## src/rtl/hack_boot_loader_pkg.sv

```systemverilog
// rtl/hack_boot_loader_pkg.sv - shared state encoding and defaults for the Hack boot loader
package hack_boot_loader_pkg;

    localparam int ADDR_W_DEFAULT = 15;

    typedef enum logic [2:0] {
        LEN_LO  = 3'd0,
        LEN_HI  = 3'd1,
        DATA_LO = 3'd2,
        DATA_HI = 3'd3,
        CHK_LO  = 3'd4,
        CHK_HI  = 3'd5,
        RUN     = 3'd6,
        ERROR   = 3'd7
    } bootState_t;

    function automatic logic isLoading(bootState_t s);
        return (s != RUN) && (s != ERROR);
    endfunction

    // Every field of the stream is a little-endian pair; these states take the low byte.
    function automatic logic isLowByte(bootState_t s);
        return (s == LEN_LO) || (s == DATA_LO) || (s == CHK_LO);
    endfunction

endpackage

```

## src/rtl/boot_word_assembler.sv

```systemverilog
// rtl/boot_word_assembler.sv - pairs a latched low byte with the live high byte into a 16-bit word
module boot_word_assembler (
    input  logic        clk,
    input  logic        reset,
    input  logic        loStrobe,
    input  logic        hiStrobe,
    input  logic [7:0]  byteIn,
    output logic [15:0] word,
    output logic        wordValid
);

    logic [7:0] loReg;

    always_ff @(posedge clk) begin
        if (!reset) begin
            loReg <= 8'h00;
        end else if (loStrobe) begin
            loReg <= byteIn;
        end
    end

    // The word is presented in the same cycle as the high byte so the FSM can act on it at that edge.
    assign word      = {byteIn, loReg};
    assign wordValid = hiStrobe;

endmodule

```

## src/rtl/hack_boot_loader.sv

```systemverilog
// rtl/hack_boot_loader.sv - loads a length/data/checksum byte stream into instruction memory, then releases the CPU
module hack_boot_loader
    import hack_boot_loader_pkg::*;
#(
    parameter int ADDR_W = ADDR_W_DEFAULT
) (
    input  logic              clk,
    input  logic              reset,
    input  logic [7:0]        rx_data,
    input  logic              rx_valid,
    output logic              rx_ready,
    input  logic              boot_req,
    output logic [ADDR_W-1:0] rom_addr,
    output logic [15:0]       rom_wdata,
    output logic              rom_we,
    output logic              cpu_reset,
    output logic              busy,
    output logic              done,
    output logic              error
);

    bootState_t      state;
    bootState_t      nextState;
    logic [ADDR_W:0] wordIdx;
    logic [15:0]     lenReg;
    logic [15:0]     acc;
    logic            xfer;
    logic            loStrobe;
    logic            hiStrobe;
    logic [15:0]     word;
    logic            wordValid;
    logic            tooLong;
    logic            lastWord;
    logic            restart;
    logic            lenCapture;
    logic            dataCapture;

    assign rx_ready = isLoading(state);
    assign xfer     = rx_valid && rx_ready;
    assign loStrobe = xfer && isLowByte(state);
    assign hiStrobe = xfer && !isLowByte(state);

    boot_word_assembler u_assembler (
        .clk       (clk),
        .reset     (reset),
        .loStrobe  (loStrobe),
        .hiStrobe  (hiStrobe),
        .byteIn    (rx_data),
        .word      (word),
        .wordValid (wordValid)
    );

    // The index is one bit wider than the address so a full-capacity image ends without wrapping.
    assign tooLong     = 32'(word) > (32'd1 << ADDR_W);
    assign lastWord    = (32'(wordIdx) + 32'd1) == 32'(lenReg);
    assign restart     = boot_req && !isLoading(state);
    assign lenCapture  = (state == LEN_HI) && wordValid;
    assign dataCapture = (state == DATA_HI) && wordValid;

    always_comb begin
        nextState = state;
        case (state)
            LEN_LO:  if (xfer) nextState = LEN_HI;
            LEN_HI:  if (wordValid) nextState = tooLong ? ERROR : ((word == 16'h0000) ? CHK_LO : DATA_LO);
            DATA_LO: if (xfer) nextState = DATA_HI;
            DATA_HI: if (wordValid) nextState = lastWord ? CHK_LO : DATA_LO;
            CHK_LO:  if (xfer) nextState = CHK_HI;
            CHK_HI:  if (wordValid) nextState = (word == acc) ? RUN : ERROR;
            RUN:     if (boot_req) nextState = LEN_LO;
            ERROR:   if (boot_req) nextState = LEN_LO;
            default: nextState = LEN_LO;
        endcase
    end

    always_ff @(posedge clk) begin
        if (!reset) begin
            state     <= LEN_LO;
            wordIdx   <= '0;
            lenReg    <= 16'h0000;
            acc       <= 16'h0000;
            rom_we    <= 1'b0;
            rom_addr  <= '0;
            rom_wdata <= 16'h0000;
            cpu_reset <= 1'b1;
            busy      <= 1'b1;
            done      <= 1'b0;
            error     <= 1'b0;
        end else begin
            state     <= nextState;
            cpu_reset <= (nextState != RUN);
            busy      <= isLoading(nextState);
            done      <= (nextState == RUN);
            error     <= (nextState == ERROR);
            rom_we    <= 1'b0;
            if (restart || lenCapture) begin
                wordIdx <= '0;
                acc     <= 16'h0000;
            end
            if (lenCapture) begin
                lenReg <= word;
            end
            if (dataCapture) begin
                rom_we    <= 1'b1;
                rom_addr  <= wordIdx[ADDR_W-1:0];
                rom_wdata <= word;
                acc       <= acc + word;
                wordIdx   <= wordIdx + (ADDR_W+1)'(1);
            end
        end
    end

endmodule

```

## config.mk

```make
export PLATFORM = sky130hd
export DESIGN_NAME = hack_boot_loader
export DESIGN_NICKNAME = d
export VERILOG_FILES = /design/src/rtl/hack_boot_loader_pkg.sv /design/src/rtl/boot_word_assembler.sv /design/src/rtl/hack_boot_loader.sv
export SDC_FILE = /design/constraint.sdc
export NUM_CORES = 1
export LEC_CHECK = 0
export BUFFER_PORTS_ARGS = -buffer_cell sky130_fd_sc_hd__buf_2
export CORE_ASPECT_RATIO = 1.1
export CORE_UTILIZATION = 60
export CTS_CLUSTER_DIAMETER = 40
export DETAILED_ROUTE_END_ITERATION = 10
export GPL_ROUTABILITY_DRIVEN = 0
export PLACE_DENSITY = 0.82
export RECOVER_POWER = 25
export SYNTH_ARGS = -nofsm -noshare
export SYNTH_HDL_FRONTEND = slang
export SYNTH_HIERARCHICAL = 1
export SYNTH_SLANG_ARGS = --single-unit
```

## constraint.sdc

```tcl
create_clock -name clk -period 3.8 [get_ports clk]
set_input_delay 0.76 -clock clk [delete_from_list [all_inputs] [get_ports clk]]
set_output_delay 0.76 -clock clk [all_outputs]
set_load 0.02 [all_outputs]
```

Word-level counts from Yosys, hierarchy flattened
Cells that the tools add are included.
Widths: inputs -> output; s select.
- $add $sub $neg: 3
- $lt $le $gt $ge: 1
- equal/unequal tests: 15
- multiplexer cells: 16
- reduce and logical (&&, ||, !) cells: 17
- operators by type and width (kind ; count):
    $mux 16 ; 3
    $mux 3 ; 10
    $pmux 3 s7 ; 1
    $eq 3x3->1 const B ; 6
    $add 16x1->17 const B ; 1
    $eq 17x16->1 ; 1
    $add 16x1->16 const B ; 1
    $add 16x16->16 ; 1
    $eq 16x16->1 ; 1
    $gt 16x16->1 const B ; 1
    $logic_not 16->1 ; 1
    $ne 3x3->1 const B ; 4
    $logic_and 1x1->1 ; 8
    $eq 3x2->1 const B ; 2
    $eq 3x1->1 const B ; 1
    $logic_not 3->1 ; 1
    $logic_or 1x1->1 ; 3
    $logic_not 1->1 ; 2
    $mux 1 ; 2
    $reduce_bool 2->1 ; 1
    $reduce_or 2->1 ; 1
- register bits after elaboration: 95
- input port bits: 12
- output and inout port bits: 37
- logic and storage cells: 64

Depth between registers and ports, before layout
Gate-level depths: netlist of run 1.
- depth after elaboration: 9
- mapped depth: 14

Modules after synthesis
Netlist of run 1, hierarchy kept.
- by module, submodules not included (module ; times used ; cells each ; area an instance (um2)):
    hack_boot_loader ; 1 ; 568 ; 4662.0
    boot_word_assembler ; 1 ; 34 ; 369.1

Worst setup path before layout of run 1
OpenSTA, ideal clock, no wires.
- path kind: input to register
- start: input port rx_data[1]
- end: register cpu_reset
- arrival time: 2419 ps
- slack: 1267 ps
- stages: 7
- cell sequence: buf_4 -> ha_1 -> or4_1 -> o2111ai_1 -> nand3b_1 -> or2b_1 -> a21o_1
- cells in the longest elaborated chain, start to end: 6
- RTL lines (item ; RTL line ; text):
    from (decl) ; hack_boot_loader.sv:9 ; input logic [7:0] rx_data,
    branches (longest 4 deep; another with $gt 16x16->1) ; n/a ;
    $pmux 3 s7 (*) ; hack_boot_loader.sv:62 ; case (state)
    $ne 3x3->1 (*) ; hack_boot_loader.sv:90 ; cpu_reset <= (nextState != RUN);
    to (signal assigned) ; hack_boot_loader.sv:90 ;
    to (decl) ; hack_boot_loader.sv:16 ; output logic cpu_reset,
Mark *: on every way between the ends.
A chain may end at the register's enable or synchronous reset.

Final worst setup path of run 1
- start: register u_assembler.loReg[0]
- end: register acc[14]
- cells in the longest elaborated chain, start to end: 2
- RTL lines (item ; RTL line ; text):
    from (decl) ; boot_word_assembler.sv:12 ; logic [7:0] loReg;
    from (signal assigned) ; boot_word_assembler.sv:18 ; loReg <= byteIn;
    $add 16x16->16 ; hack_boot_loader.sv:106 ; acc <= acc + word;
    $mux 16 ; hack_boot_loader.sv:102 ; if (dataCapture) begin
    to (signal assigned) ; hack_boot_loader.sv:106 ;
    to (decl) ; hack_boot_loader.sv:26 ; logic [15:0] acc;
Every way passes these cells.

==> flow_summary_export.csv, run 1 <==
group,metric,value,unit
worst_setup_path,worst-setup-path-type,"reg2reg",
worst_setup_path,cp_max_fo,5,
drt,drtPass1Iterations,5,
clocking,clockRootBuffer,"clkbuf_8",
min_path,hold_path_class,"reg2reg",
cells_and_area,layout-drive-gt1-share,8.80,%
worst_setup_path,cp.depth,9,
power_and_ir_drop,cellPowerDensity,349,mW/mm^2
grt,gr-total-overflow,0,
sta,tightest_slew,1030,ps
logic_synthesis,synth-edff-count,0,
grt,grt_pass1_vias,4200,
sta,layout_setup_ws,1020,ps
worst_setup_path,cp_slowest_cell,"a2111oi_0",
worst_setup_path,start_kind,"flop",
drt,wl_met1,4920,um
sta,setup_viol,0,
logic_synthesis,synth.distinct_cells,69,
drt,vias,4371,
sta,drv_slew,0,
clocking,cts_tree,"yes",
clocking,htreeDepth,3,
worst_setup_path,cp_slowest_stage_delay,690,ps
cells_and_area,nNetsFinal,649,
clocking,post_cts.repair.setup_buffers,0,
sta,max_freq,360,MHz
worst_setup_path,crit_family,"compound AO/OA/AOI/OAI gates",
place,portBuffers,48,
floorplanning,die_w,89.3,um
worst_setup_path,r2r_cells,9,
floorplanning,die_h,98.0,um
floorplanning,io_pins,49,
drt,dr_wl_met2,5880,um
logic_synthesis,synth-warning-count,6,
clocking,cts.sinks,95,
sta,relSlewSlack,31.0,%
min_path,holdPathStages,2,
outcome,outcome,"complete, no violations",
clocking,hold_buffers,0,
drt,routedWlPerCell,16.5,um
drt,dr.first_iter.drc_count,202,
sta,fin_worst_skew,12.5,ps
worst_setup_path,crit_required,4090,ps
logic_synthesis,ys_ff_latch,95,
floorplanning,initial_core_util,62.9,%
drt,drc,0,
sta,final.setup.tns,0,ps
clocking,cts-resized-gates,0,
floorplanning,core-area,0.00800,sq mm
clocking,cts.clk_slew.worst_paths,110,ps
drt,viasPerCell,5.96,
grt,grt_pass1_wl,19800,um
drt,wl_met3,691,um
worst_setup_path,end_kind,"flop",
drt,highest_layer,"met4",
logic_synthesis,synthCells,602,
worst_setup_path,cp_num_buf_inv,0,
logic_synthesis,synth_area,0.00503,sq mm
logic_synthesis,synth-async-reset-ratio,0,%
grt,antenna_found_initial,0,
place,dp_hpwl,8510,um
cells_and_area,final_util,67.2,%
drt,ant_nets,0,
cells_and_area,num-fill-cells,698,
logic_synthesis,syn_area_per_cell,8.36,sq um
sta,min_period_over_period,73.1,%
worst_setup_path,cp_cell_sequence,"ha_1 > fa_1 > a21o_1 > a21oi_1 > o211ai_1 > a31oi_1 > a2111oi_0 > nor3_1 > o31ai_1",
cells_and_area,antenna_cells,0,
grt,grt_usage,29.3,%
logic_synthesis,yosysSeqAreaShare,37.8,%
cells_and_area,syn_to_final_growth,6.86,%
power_and_ir_drop,peakVddDrop,0.214,mV
clocking,clk_latency,370,ps
cells_and_area,final_common_cell,"nand2_1",
drt,wirelength,12100,um
grt,grt_max_degree,47,
flow_run,max-cap-violations,0,
cells_and_area,most-common-layout-cells,"nand2_1, dfxtp_1, a21boi_0, o21ai_0, clkbuf_1",
clocking,clockBufferDepth,2,
place,post-place-ws,1060,ps
logic_synthesis,synthFlopType,"dfxtp_1",
floorplanning,rows,34,
sta,period_needed,2780,ps
worst_setup_path,cp.arrival,3070,ps
logic_synthesis,synth_fp_nets,631,
clocking,cts_buffers,9,
floorplanning,die-area,0.00876,sq mm
sta,rsz0062_at_grt,"no",
sta,hold_viol_final,0,
power_and_ir_drop,p_leak,2.04,nW
[state kept, by name, summed over array words and instances (netlist names)]
signal and flops:
acc 16, busy 1, cpu_reset 1, done 1
error 1, lenReg 16, rom_addr 15, rom_wdata 16
rom_we 1, state 3, u_assembler/loReg 8, wordIdx 16
[worst register-to-register path, cell delays in order, from the launching register on]
cell	delay, ps
dfxtp_1	480
ha_1	270
fa_1	230
a21o_1	120
a21oi_1	100
o211ai_1	280
a31oi_1	200
a2111oi_0	690
nor3_1	100
o31ai_1	230
[where the power goes]
group / switching, W / internal, W / total (W) / leakage, nW
registers: 0.0000199 / 0.00101 / 0.00102 / 0.767
logic: 0.0000695 / 0.0000466 / 0.000116 / 1.16
clock network: 0.000409 / 0.000327 / 0.000736 / 0.113
total: 0.000498 / 0.00138 / 0.00188 / 2.04
[synthesized netlist by cell type, drive strengths merged, types with 2 or more instances]
cell type / instances / share of area (%)
nand4: 6 / 1.2
a22o: 3 / 0.52
nor4: 7 / 1.3
nand3b: 3 / 0.45
xnor3: 2 / 0.95
buf: 20 / 3.1
dfxtp: 95 / 38
nor2b: 9 / 1.1
o21a: 3 / 0.45
a21boi: 50 / 7.5
nor3: 15 / 1.8
xnor2: 13 / 2.3
a31oi: 3 / 0.37
o31ai: 7 / 1.0
a21o: 4 / 0.62
nand2b: 3 / 0.37
o21ai: 41 / 4.1
o211ai: 4 / 0.60
o22ai: 2 / 0.37
mux2i: 11 / 2.2
a211o: 3 / 0.52
nand3: 14 / 1.5
a211oi: 3 / 0.45
nor4b: 2 / 0.35
xor2: 19 / 3.3
ha: 16 / 4.0
clkbuf: 26 / 2.0
and3: 7 / 0.87
a31o: 2 / 0.35
and2: 5 / 0.65
or4: 2 / 0.30
or3: 2 / 0.27
nor2: 31 / 2.4
inv: 8 / 0.60
a21oi: 8 / 0.80
nand2: 134 / 10
or2b: 2 / 0.30
[logic make-up (layout without fill, tap and decap cells)]
group / Yosys count / after routing / share of synthesized area, %
AOI/OAI and AO/OA: 145 / 145 / 20.1
muxes: 11 / 11 / 2.19
and+or+nand+nor: 246 / 246 / 23.4
adders and majority gates: 17 / 17 / 4.38
DFF: 95 / 95 / 37.8
buffers and inverters: 54 / 77 / 5.62
xor gates and xnor gates: 34 / 34 / 6.52
[area by class of cell]
type | count | area, sq um | area share [%]
inverter | 8 | 30.0 | 0.559
tap | 108 | 135 | 2.51
clock buffer | 9 | 124 | 2.30
sequential | 95 | 1900 | 35.4
multi-input combinational | 453 | 2850 | 52.9
timing repair buffer | 53 | 236 | 4.40
clock inverter | 7 | 103 | 1.91
[layer usage]
| metal | vias up | track usage (%) |
|---|---|---|
| li1 | 2110 | - |
| met1 | 2021 | 34.1 |
| met2 | 181 | 48.9 |
| met3 | 59 | 6.26 |
| met4 | 0 | 16.6 |
| met5 | - | 0 |
[metrics by stage]
| stage | instance area [sq um] | hold WS (ps) | std cells | power, W |
|---|---|---|---|---|
| 2_1_floorplan | 5030 | 432 | 602 | 0.00113 |
| 3_3_place_gp | 5190 | 440 | 717 | 0.00116 |
| 3_5_place_dp | 5190 | 452 | 717 | 0.00116 |
| 4_1_cts | 5420 | 468 | 733 | 0.00188 |
| 5_1_grt | 5380 | 490 | 733 | 0.00193 |
| 6_report | 5380 | 465 | 733 | 0.00188 |
[path summary, 6_finish.rpt]
kind                         from     endpoint  slack (ps)
max          u_assembler/loReg[0]      acc[14]        1020
min                   rom_addr[3]  rom_addr[3]         470
max reg2reg  u_assembler/loReg[0]      acc[14]        1020
min reg2reg           rom_addr[3]  rom_addr[3]         470
Power figures use the tool's default switching activity.
==> run 2: changes to the inputs <==
CORE_UTILIZATION = 54   (was 60)
PLACE_DENSITY = 0.78   (was 0.82)
clock period = 2.39 ns   (was 3.8 ns; I/O delays follow)
==> run 2 against run 1 <==
- sequential power is 58% higher
- cell count is 7.9% higher
- count of clock-buffer cells in the layout stayed put
- clock power is 67% higher
- combinational power is 110% higher
==> flow_summary_export.csv, run 2 (synthesis gave the netlist of run 1 again) <==
group,metric,value,unit
sta,drv_slew,0,
clocking,cts_buffers,9,
drt,dr.first_iter.drc_count,237,
grt,gr-total-overflow,0,
clocking,cts.clk_slew.worst_paths,100,ps
floorplanning,io_pins,49,
cells_and_area,layout-drive-gt1-share,18.6,%
cells_and_area,nNetsFinal,701,
place,place_inst,773,
outcome,outcome,"complete, no violations",
place,portBuffers,48,
grt,grt_usage,27.5,%
worst_setup_path,r2r_cells,8,
sta,hold_viol_final,0,
sta,max_freq,431,MHz
sta,setup_viol,0,
clocking,htreeDepth,3,
worst_setup_path,endpoint,"acc[10]",
cells_and_area,antenna_cells,0,
grt,antenna_found_initial,0,
power_and_ir_drop,cellPowerDensity,529,mW/mm^2
worst_setup_path,cp.arrival,2580,ps
flow_run,max-cap-violations,0,
worst_setup_path,cp_max_fo,3,
clocking,cts.sinks,95,
min_path,hold_path_class,"in2reg",
drt,ant_nets,0,
worst_setup_path,crit_required,2650,ps
floorplanning,die_h,103,um
drt,vias,4530,
sta,period_needed,2320,ps
drt,routedWlPerCell,16.5,um
cells_and_area,final_common_cell,"nand2_1",
floorplanning,die-area,0.00971,sq mm
sta,min_period_over_period,97.1,%
cells_and_area,fin_cells,791,
grt,grt_pass1_vias,4214,
floorplanning,die_w,94.0,um
sta,tightest_slew,624,ps
clocking,clk_latency,370,ps
place,dpl-instance-area,0.00557,sq mm
cells_and_area,most-common-layout-cells,"nand2_1, dfxtp_1, buf_4, a21boi_0, o21ai_0",
clocking,cts_tree,"yes",
floorplanning,core-area,0.00896,sq mm
worst_setup_path,rrSetupSlack,70,ps
place,dp_hpwl,9330,um
worst_setup_path,start_kind,"flop",
drt,wirelength,13000,um
floorplanning,rows,36,
clocking,clockRootBuffer,"clkbuf_8",
drt,drc,0,
power_and_ir_drop,p_total,0.00309,W
worst_setup_path,worst_setup_path_startpoint,"acc[0]",
worst_setup_path,rr_endpoint,"acc[10]",
power_and_ir_drop,p_leak,2.32,nW
cells_and_area,syn_to_final_growth,16.1,%
drt,viasPerCell,5.73,
worst_setup_path,end_kind,"flop",
grt,grt_max_degree,57,
grt,grt_pass1_wl,20400,um
worst_setup_path,worst-setup-path-type,"reg2reg",
floorplanning,initial_core_util,56.1,%
power_and_ir_drop,peakVddDrop,0.465,mV
sta,fin_worst_skew,16.4,ps
cells_and_area,design_area,0.00584,sq mm
sta,holdWs,417,ps
sta,relSlewSlack,58.4,%
drt,drtPass1Iterations,5,
clocking,clockBufferDepth,2,
worst_setup_path,rr_startpoint,"acc[0]",
## run 2: cell count changes in the layout (fill, tap and decap cells not counted), sizes merged
| cell | change |
|---|---|
| clkinv | -2 |
| clkbuf | -8 |
| buf | +60 |
| bufinv | +1 |
| inv | +1 |
## run 2: worst max-delay path, stage by stage, from the launching register on
cell and delay, ps:
dfxtp_1 320, ha_1 240, fa_2 370, a21o_1 180, a21oi_2 170, o211ai_1 150
a31o_2 260, a211o_1 290, a32o_1 250
## run 2: layer usage
layer,track usage [%],wire [um],vias up
met5,0,0,-
met4,17.8,700,0
met3,4.02,602,56
met2,46.9,6460,158
met1,32.4,5290,2101
li1,-,-,2215
## run 2: per-stage QoR
step / setup slack [ps] / utilization [%] / setup TNS (ps)
floorplan: 49.5 / - / 0
global placement: 52.3 / 62.2 / 0
detailed placement: 24.3 / 62.2 / 0
CTS: -1.44 / 64.8 / -1.44
global route: -70.9 / 65.2 / -90.2
finish: 69.1 / 65.2 / 0
## run 2: layout make-up
| cell class | instances | area, sq um |
|---|---|---|
| Fill cell | 763 | 3120 |
| Multi-Input combinational cell | 453 | 2900 |
| Sequential cell | 95 | 1910 |
| Timing Repair Buffer | 105 | 634 |
| Tap cell | 114 | 143 |
| Clock buffer | 9 | 124 |
| Clock inverter | 7 | 111 |
| Inverter | 8 | 30.0 |
## run 2: timing repair
action | in CTS | in global routing
hold buffers | 0 | 0
buffers inserted | 0 | 2
setup endpoints to repair | 1 | 9
pin swaps | 1 | 5
gates cloned | 0 | 0
resized for setup | 1 | 13
## run 2: how the worst min path moves through the flow
stage,start,endpoint,cells past startpoint,slack (ps)
3_3_place_gp,acc[11],acc[11],2,440
3_5_place_dp,rom_wdata[15],rom_wdata[15],2,450
2_1_floorplan,acc[11],acc[11],2,430
6_report,reset,lenReg[6],2,420
4_1_cts,reset,lenReg[6],2,410
5_1_grt,reset,lenReg[6],2,410
## run 2: where the power goes
part | internal [W] | leakage, nW | switching (W)
Combinational | 0.000104 | 1.44 | 0.000141
Clock | 0.000611 | 0.118 | 0.000621
Sequential | 0.00160 | 0.768 | 0.0000145
==> run 3: changes to the inputs <==
CELL_PAD_IN_SITES_DETAIL_PLACEMENT = 1   (was not set)
CELL_PAD_IN_SITES_GLOBAL_PLACEMENT = 1   (was not set)
CORE_UTILIZATION = 40   (was 54)
MAX_ROUTING_LAYER = met4   (was not set)
PLACE_DENSITY = 0.76   (was 0.78)
==> run 3 against run 2 <==
- total power grew 6.6%
- routed wire length grew 15%
- global-route usage is 2.6 points lower
- final area grew 3.2%
- non-clock buffer count rose by 6
- clock skew decreased by 12 ps
- first-iteration DRC count down 20%
- critical path depth unchanged
- clock power is 15% higher
- register-to-register slack improved by 40 ps
- via count up 0.57%
- largest cell class unchanged
==> flow_summary_export.csv, run 3 (synthesis gave the netlist of run 1 again) <==
group,metric,value,unit
sta,max_freq,438,MHz
power_and_ir_drop,cellPowerDensity,546,mW/mm^2
floorplanning,rows,42,
place,post-place-ws,-86.5,ps
clocking,clockRootBuffer,"clkbuf_16",
min_path,hold_path_class,"in2reg",
drt,viasPerCell,5.45,
cells_and_area,final_common_cell,"nand2_1",
place,dpl-instance-area,0.00567,sq mm
floorplanning,initial_core_util,41.4,%
worst_setup_path,cp_max_fo,3,
drt,routedWlPerCell,17.9,um
clocking,clockBufferDepth,2,
power_and_ir_drop,p_leak,2.39,nW
clocking,cts_tree,"yes",
grt,antenna_found_initial,0,
sta,hold_viol_final,0,
worst_setup_path,worst-setup-path-type,"reg2reg",
sta,drv_slew,0,
min_path,hold_end,"rom_wdata[11]",
outcome,outcome,"complete, no violations",
place,place_inst,817,
cells_and_area,syn_to_final_growth,19.9,%
drt,dr.first_iter.drc_count,190,
floorplanning,io_pins,49,
worst_setup_path,crit_family,"compound AO/OA/AOI/OAI gates",
clocking,cts_buffers,9,
worst_setup_path,start_kind,"flop",
min_path,holdCritStartpoint,"rx_data[3]",
floorplanning,die_h,120,um
grt,grt_pass1_wl,23800,um
drt,drc,0,
worst_setup_path,end_kind,"flop",
cells_and_area,most-common-layout-cells,"nand2_1, dfxtp_1, buf_4, a21boi_0, o21ai_0",
worst_setup_path,cp_slowest_cell,"fa_2",
cells_and_area,fin_cells,836,
floorplanning,core-area,0.0121,sq mm
cells_and_area,nNetsFinal,707,
grt,gr-total-overflow,0,
worst_setup_path,cp_cell_sequence,"ha_4 > fa_2 > a21o_1 > a21oi_2 > o211ai_1 > a31o_2 > a211o_1 > a32o_1",
cells_and_area,num-fill-cells,1471,
worst_setup_path,rr_endpoint,"acc[10]",
cells_and_area,layout-drive-gt1-share,20.4,%
worst_setup_path,cp_slowest_stage_delay,360,ps
sta,setup_viol,0,
clocking,hold_buffers,0,
worst_setup_path,rr_startpoint,"u_assembler/loReg[0]",
worst_setup_path,rrSetupSlack,110,ps
grt,grt_max_degree,39,
drt,wirelength,15000,um
sta,relSlewSlack,51.1,%
clocking,cts.clk_slew.worst_paths,60,ps
cells_and_area,ff_latch_area,0.00191,sq mm
cells_and_area,multi_input_area,0.00292,sq mm
grt,grt_usage,24.8,%
cells_and_area,antenna_cells,0,
grt,grt_pass1_vias,4682,
flow_run,max-cap-violations,0,
clocking,cts.sinks,95,
drt,ant_nets,0,
floorplanning,die-area,0.0130,sq mm
sta,tightest_slew,734,ps
sta,min_period_over_period,95.6,%
floorplanning,die_w,109,um
min_path,holdPathStages,3,
place,portBuffers,48,
worst_setup_path,crit_required,2640,ps
clocking,htreeDepth,3,
power_and_ir_drop,peakVddDrop,0.538,mV
cells_and_area,design_area,0.00603,sq mm
drt,vias,4556,
worst_setup_path,cp.arrival,2530,ps
sta,rsz0062_at_grt,"yes",
clocking,clk_latency,350,ps
sta,fin_worst_skew,4.31,ps
drt,drtPass1Iterations,4,
worst_setup_path,cp_num_buf_inv,0,
worst_setup_path,r2r_cells,8,
sta,layout_setup_ws,106,ps
place,dp_hpwl,11000,um
sta,period_needed,2280,ps
[run 3: cell types whose count changed in the layout (fill, tap and decap cells not counted), moves of 3 or more]
| cell | before | now |
|---|---|---|
| dfxtp_2 | 3 | 9 |
| clkinv_2 | 0 | 3 |
| buf_4 | 56 | 61 |
| clkbuf_8 | 9 | 0 |
| ha_1 | 14 | 11 |
| clkbuf_16 | 0 | 9 |
| dfxtp_1 | 92 | 86 |
[run 3: repair_timing]
item / CTS / global route
endpoints found under the setup margin: 2 / 9
resized for setup: 3 / 22
setup buffers: 1 / 3
pin swaps: 2 / 12
[run 3: area by class of cell]
cell class	instances	area share, %
Multi-Input combinational cell	453	48.4
Sequential cell	95	31.7
Timing Repair Buffer	111	11.5
Clock buffer	9	3.73
Tap cell	154	3.20
Clock inverter	6	1.02
Inverter	8	0.498
[run 3: stage by stage]
step	setup TNS, ps	util (%)	total power, W	hold slack (ps)
after floorplan	0	-	0.00180	432
after CTS	0	49.2	0.00333	441
final	0	49.7	0.00329	443
after global placement	-4.42	46.7	0.00189	443
after global routing	-34.6	49.7	0.00342	456
after detailed placement	-144	46.7	0.00190	455
[run 3: metal layers]
| layer | share of wire (%) | vias up | GRT usage (%) |
|---|---|---|---|
| li1 | - | 2230 | - |
| met2 | 53 | 86 | 43.2 |
| met4 | 3.3 | 0 | 9.04 |
| met5 | 0 | - | - |
| met3 | 2.8 | 31 | 5.87 |
| met1 | 41 | 2209 | 27.2 |
[run 3: power by group]
group	switching, W	internal (W)
logic	0.000147	0.000108
registers	0.0000181	0.00160
clock network	0.000618	0.000803
total	0.000783	0.00251
[run 3: worst max-delay path by stage]
stage	slack, ps	to	cells after the start	start
6_report	110	acc[10]	8	u_assembler/loReg[0]
5_1_grt	-20	acc[14]	9	u_assembler/loReg[0]
4_1_cts	5	acc[10]	8	acc[0]
3_5_place_dp	-90	acc[14]	9	acc[0]
3_3_place_gp	-4	acc[10]	8	acc[0]
2_1_floorplan	50	acc[10]	8	u_assembler/loReg[0]
[run 3: tightest hold or removal path, cell delays in order]
cell and delay (ps):
buf_2 140, nand2_1 60, a21boi_0 60
